`src/rtl/axi_sched_pkg.sv`:
```
// Shared types and round-robin pick helper for the AXI write scheduler.
package axi_sched_pkg;

    localparam int unsigned MAX_M  = 4;
    localparam int unsigned PICK_W = 2;

    typedef enum logic [1:0] {S_IDLE, S_AW, S_W, S_B} wsched_state_e;

    // First requester after ptr, scanning upward with wrap over n masters; ptr if none.
    function automatic logic [PICK_W-1:0] rr_pick(input logic [MAX_M-1:0]  req,
                                                  input logic [PICK_W-1:0] ptr,
                                                  input logic [2:0]        n);
        logic [PICK_W-1:0] pick;
        logic [2:0]        idx;
        pick = ptr;
        // Walk from farthest to nearest so the nearest requester overwrites last.
        for (int k = MAX_M; k >= 1; k--) begin
            idx = 3'(ptr) + 3'(k);
            if (idx >= n) idx = idx - n;
            if ((3'(k) <= n) && req[idx[1:0]]) pick = idx[1:0];
        end
        return pick;
    endfunction

endpackage

```
`src/rtl/axi_write_scheduler_rr_arbiter.sv`:
```
// Combinational round-robin arbiter: request vector and last-owner pointer in, grant out.
module rr_arbiter
    import axi_sched_pkg::*;
#(
    parameter int unsigned NUM_M    = 2,
    parameter int unsigned IDX_BITS = 2
) (
    input  logic [NUM_M-1:0]    req,
    input  logic [IDX_BITS-1:0] ptr,
    output logic [NUM_M-1:0]    gnt_oh_c,
    output logic [IDX_BITS-1:0] gnt_idx_c,
    output logic                any_c
);

    always_comb begin
        gnt_oh_c  = '0;
        any_c     = |req;
        gnt_idx_c = IDX_BITS'(rr_pick(MAX_M'(req), PICK_W'(ptr), 3'(NUM_M)));
        for (int i = 0; i < NUM_M; i++) begin
            gnt_oh_c[i] = any_c && (gnt_idx_c == IDX_BITS'(i));
        end
    end

endmodule

```
`src/rtl/axi_write_scheduler.sv`:
```
// Shares one downstream AXI write path between NUM_M masters; one write in flight,
// round-robin on AW, grant held through the W burst and the B response.
module axi_write_scheduler
    import axi_sched_pkg::*;
#(
    parameter int unsigned NUM_M    = 2,
    parameter int unsigned LEN_BITS = 4,
    parameter int unsigned IDX_BITS = 2
) (
    input  logic                      clk,
    input  logic                      rst,
    input  logic [NUM_M-1:0]          awvalid_m,
    input  logic [NUM_M*LEN_BITS-1:0] awlen_m,
    output logic [NUM_M-1:0]          awready_m,
    input  logic [NUM_M-1:0]          wvalid_m,
    input  logic [NUM_M-1:0]          wlast_m,
    output logic [NUM_M-1:0]          wready_m,
    output logic [NUM_M-1:0]          bvalid_m,
    input  logic [NUM_M-1:0]          bready_m,
    output logic                      aw_valid_s,
    input  logic                      aw_ready_s,
    output logic                      w_valid_s,
    output logic                      w_last_s,
    input  logic                      w_ready_s,
    input  logic                      b_valid_s,
    output logic                      b_ready_s,
    output logic [IDX_BITS-1:0]       grant_idx,
    output logic                      busy,
    output logic                      wlast_err
);

    wsched_state_e       state_q, state_d;
    logic [IDX_BITS-1:0] rr_ptr_q, rr_ptr_d;
    logic [IDX_BITS-1:0] grant_idx_q, grant_idx_d;
    logic [LEN_BITS-1:0] len_q, len_d;
    logic [LEN_BITS-1:0] beat_cnt_q, beat_cnt_d;
    logic                wlast_err_q, wlast_err_d;

    logic [NUM_M-1:0]    arb_oh;
    logic [IDX_BITS-1:0] arb_idx;
    logic                arb_any;
    logic [LEN_BITS-1:0] arb_len;
    logic [NUM_M-1:0]    own;
    logic                awvalid_g, wvalid_g, wlast_g, bready_g, final_beat;

    rr_arbiter #(
        .NUM_M    (NUM_M),
        .IDX_BITS (IDX_BITS)
    ) u_arb (
        .req       (awvalid_m),
        .ptr       (rr_ptr_q),
        .gnt_oh_c  (arb_oh),
        .gnt_idx_c (arb_idx),
        .any_c     (arb_any)
    );

    // Owner mask and owner-selected inputs; AWLEN of the arbitration winner.
    always_comb begin
        own     = '0;
        arb_len = '0;
        for (int i = 0; i < NUM_M; i++) begin
            own[i] = (grant_idx_q == IDX_BITS'(i));
            if (arb_oh[i]) arb_len = arb_len | awlen_m[i*LEN_BITS +: LEN_BITS];
        end
        awvalid_g  = |(awvalid_m & own);
        wvalid_g   = |(wvalid_m & own);
        wlast_g    = |(wlast_m & own);
        bready_g   = |(bready_m & own);
        final_beat = (beat_cnt_q == len_q);
    end

    // Next state and per-phase channel gating.
    always_comb begin
        state_d     = state_q;
        rr_ptr_d    = rr_ptr_q;
        grant_idx_d = grant_idx_q;
        len_d       = len_q;
        beat_cnt_d  = beat_cnt_q;
        wlast_err_d = 1'b0;
        aw_valid_s  = 1'b0;
        w_valid_s   = 1'b0;
        w_last_s    = 1'b0;
        b_ready_s   = 1'b0;
        awready_m   = '0;
        wready_m    = '0;
        bvalid_m    = '0;
        unique case (state_q)
            S_IDLE: begin
                if (arb_any) begin
                    grant_idx_d = arb_idx;
                    len_d       = arb_len;
                    state_d     = S_AW;
                end
            end
            S_AW: begin
                aw_valid_s = awvalid_g;
                awready_m  = own & {NUM_M{aw_ready_s}};
                if (awvalid_g && aw_ready_s) begin
                    beat_cnt_d = '0;
                    state_d    = S_W;
                end
            end
            S_W: begin
                w_valid_s = wvalid_g;
                wready_m  = own & {NUM_M{w_ready_s}};
                w_last_s  = final_beat;
                if (wvalid_g && w_ready_s) begin
                    beat_cnt_d  = beat_cnt_q + LEN_BITS'(1);
                    // Burst length always comes from len_q; WLAST is only cross-checked.
                    wlast_err_d = (wlast_g != final_beat);
                    if (final_beat) state_d = S_B;
                end
            end
            S_B: begin
                bvalid_m  = own & {NUM_M{b_valid_s}};
                b_ready_s = bready_g;
                if (b_valid_s && bready_g) begin
                    rr_ptr_d = grant_idx_q;
                    state_d  = S_IDLE;
                end
            end
            default: state_d = S_IDLE;
        endcase
    end

    always_ff @(posedge clk or posedge rst) begin
        if (rst) begin
            state_q     <= S_IDLE;
            rr_ptr_q    <= IDX_BITS'(NUM_M - 1);
            grant_idx_q <= '0;
            len_q       <= '0;
            beat_cnt_q  <= '0;
            wlast_err_q <= 1'b0;
        end else begin
            state_q     <= state_d;
            rr_ptr_q    <= rr_ptr_d;
            grant_idx_q <= grant_idx_d;
            len_q       <= len_d;
            beat_cnt_q  <= beat_cnt_d;
            wlast_err_q <= wlast_err_d;
        end
    end

    assign grant_idx = grant_idx_q;
    assign busy      = (state_q != S_IDLE);
    assign wlast_err = wlast_err_q;

endmodule
```
`config.mk`:
```
export PLATFORM = sky130hd
export DESIGN_NAME = axi_write_scheduler
export DESIGN_NICKNAME = d
export VERILOG_FILES = /design/src/rtl/axi_sched_pkg.sv /design/src/rtl/axi_write_scheduler_rr_arbiter.sv /design/src/rtl/axi_write_scheduler.sv
export SDC_FILE = /design/constraint.sdc
export NUM_CORES = 1
export LEC_CHECK = 0
export CAP_MARGIN = 10
export CORE_AREA = 2 2 55 57
export CTS_CLUSTER_DIAMETER = 100
export DETAILED_ROUTE_END_ITERATION = 7
export DIE_AREA = 0 0 57 59
export PLACE_DENSITY = 0.67
export SLEW_MARGIN = 20
export SYNTH_ARGS = -nofsm -noshare
export SYNTH_HDL_FRONTEND = slang
export SYNTH_SLANG_ARGS = --single-unit
```
`constraint.sdc`:
```
create_clock -name clk -period 2.1 [get_ports clk]
set_input_delay 0.315 -clock clk [delete_from_list [all_inputs] [get_ports clk]]
set_output_delay 0.315 -clock clk [all_outputs]
set_load 0.03 [all_outputs]
```
==> summary.txt <==
CTS
  • H-tree levels: 1
  • Post-CTS setup buffers: 0
  • TritonCTS Buffers: 3
  • CTS Hold Bufs: 0
  • Clk slew on worst S/H paths: 90 ps
  • Clk buf depth: 2
  • CTS root buf: clkbuf_4
  • Clock latency on the worst-skew pair: 280 ps
  • CTS tree: built
  • Clock sink count: 15

STA
  • PnR worst setup slack: 126 ps
  • Final Hold Viols: 0
  • Setup TNS: 0 ps
  • Period utilization: 94.0%
  • RSZ-0062 raised after global routing: no
  • Minimum clock period: 1970 ps
  • Slew @ Worst Pin: 574 ps
  • Slew margin rel.: 61.7%
  • Final setup violating endpoints: 0
  • Fmax: 507 MHz
  • Pins Over Slew Limit: 0
  • Worst Skew: 3.04 ps

Power and ir drop
  • Leak: 0.000663 µW
  • Pwr Density: 1360 nW/µm²
  • Peak supply drop: 0.736 mV

Setup path
  • Critical-path cell list: ha_1 -> nor3b_2 -> and2_2 -> buf_4
  • Worst path slowest cell: dfrtp_1
  • Reg2Reg Setup Slack: 320 ps
  • Startpoint Class: flip-flop
  • Type of the worst setup path: flip-flop to primary output
  • Maximum fanout along the worst path: 4
  • Crit path max-delay family: simple AND/OR/NAND/NOR gates
  • Worst path max stage delay: 450 ps
  • Worst Setup End Kind: primary output
  • Buf/Inv on CP: 1
  • Required time worst endpoint: 1780 ps
  • WP data arrival: 1660 ps

Final layout
  • Post-route cell area: 1470 µm²
  • Antenna Cells: 0
  • Share of cells above drive strength 1: 19.6%
  • Footprint of the multi-input gates: 636 µm²
  • Most frequent cells in the layout: clkdlybuf4s50_1 (23), dfrtp_1 (14), buf_4 (14)
  • Fillers: 254
  • Layout area overhead: 41.1%
  • FF/Latch Area: 377 µm²
  • Leading cell type in the layout, fill and taps excluded: clkdlybuf4s50_1
  • Total Nets Final: 181

Logic synthesis
  • Syn Area/Cell: 9.25 µm²
  • Syn Std Cell Area: 1040 µm²
  • Sequential area share after synthesis: 36.0%
  • Cell count after synthesis: 113
  • Syn nets: 140
  • Netlist cell types: 38
  • Seq cells post-synth: 15
  • YS warnings: 0

Routing
  • TritonRoute pass-1 iters: 4
  • DR vias/cell: 5.31
  • WL/cell: 14.0 µm
  • Iter 0 DRT Violations: 12
  • DRC viols: 0
  • Drt total wl: 2580 µm
  • Via Count: 977
  • Routed Antenna Nets: 0

Status
  • Status: finished clean

GRT
  • GRT overflow: 0
  • First-pass GRT wire length: 4260 µm
  • Largest net degree at the start of global routing: 16
  • Initial antenna violation count: 0
  • Total Routing Usage GR: 16.4%
  • Vias in the first global route: 926

Placement
  • Post-DP HPWL: 2060 µm
  • Setup WS pre-CTS: 97.3 ps
  • Port bufs: 34
  • Gpl congestion: 0.768
  • Placed Instance Area: 1420 µm²

Floorplan
  • Site row count: 19
  • Core area: 2710 µm²
  • I/O Pins: 35
  • Die extent in x: 57 µm
  • Initial core utilization: 38.6%
  • Die area: 3360 µm²
  • Die Y: 59 µm

Worst hold path
  • Type of the worst min-delay path: input pin to async pin

Run
  • MaxCap Viol Count: 0
==> Yosys cell counts (all sizes together) <==
cell type  number  area share [%]
a2bb2oi         1            0.84
nor2            5             1.8
nor3b           6             4.3
and4bb          1             1.2
and4b           1            0.96
buf             3             2.0
a22o            1            0.84
xnor2           5             4.2
o311a           1            0.96
nand3           3             1.4
nand4           2             1.2
a21boi          1            0.72
a32o            1            0.96
o21bai          1            0.72
ha              6             7.2
mux2            1             1.4
nand2           9             3.2
clkbuf          1            0.36
nor3            3             1.4
nor2b           2             1.2
mux2i           5             4.8
a21oi           3             1.4
dfstp           1             2.5
a21o            1            0.72
dfrtp          14              34
o211ai          1            0.72
inv             8             2.9
a22oi           4             2.9
o31ai           2             1.4
nand2b          2             1.2
and2            4             2.8
o21ai          12             6.5
and3            2             1.7
==> per-stage QoR <==
step | power, µW | instances | util (%) | hold slack (ps)
2_1_floorplan | 1420 | 113 | - | 216
3_3_place_gp | 1790 | 180 | 52.5 | 487
3_5_place_dp | 1820 | 180 | 52.5 | 496
4_1_cts | 1990 | 184 | 53.7 | 401
5_1_grt | 2170 | 184 | 54.4 | 435
6_report | 2000 | 184 | 54.4 | 388
==> power by group <==
group / internal (µW) / switching, µW / total [µW]
registers: 404 / 152 / 555
logic: 623 / 662 / 1280
clock network: 70.7 / 92.6 / 163
==> repair_timing <==
item,4_1_cts,5_1_grt
hold endpoints to repair,0,0
gates resized for setup,4,4
setup endpoints to repair,6,4
==> state kept, by name (all words and copies together), names as in the netlist <==
register / count
beat_cnt_q: 4
len_q: 4
grant_idx: 2
rr_ptr_q: 2
state_q: 2
wlast_err: 1
==> metal layers <==
layer | share of wire [%] | GRT usage [%] | vias up
met5 | 0 | 0 | -
met4 | 0.50 | 3.65 | 0
met3 | 4.1 | 5.24 | 2
met2 | 53 | 28.9 | 21
met1 | 42 | 19.6 | 472
li1 | - | - | 482
==> worst register-to-register path, stage by stage, from the launching register on <==
cell and delay [ps]:
dfrtp_1 560, mux2i_1 190, o21ai_2 240, and2_4 210, and3_4 190, mux2_4 290
==> layout make-up <==
type	instances	share of cell area (%)
Tap cell	31	2.63
Clock inverter	1	0.340
Clock buffer	3	1.53
Sequential cell	15	25.6
Timing Repair Buffer	40	24.8
Inverter	8	2.04
Multi-Input combinational cell	86	43.1
==> cells by family after synthesis <==
family	Yosys count	share of synthesized area, %
AO/OA/AOI/OAI	29	18.7
XOR/XNOR	5	4.19
adder cells (fa/ha/maj)	6	7.19
buffers and inverters	12	5.27
flip-flops	15	36.0
multiplexers	6	6.23
AND/OR/NAND/NOR	40	22.4
==> final timing paths <==
path | start | endpoint | depth (start not counted)
max | state_q[1] | bvalid_m[1] | 4
min | rst | beat_cnt_q[0] | 2
max reg2reg | grant_idx[0] | state_q[1] | 5
min reg2reg | len_q[2] | len_q[2] | 2
max in group asynchronous | rst | rr_ptr_q[0] | 2
min in group clk | len_q[2] | len_q[2] | 2
(Power assumes the default switching activity.)
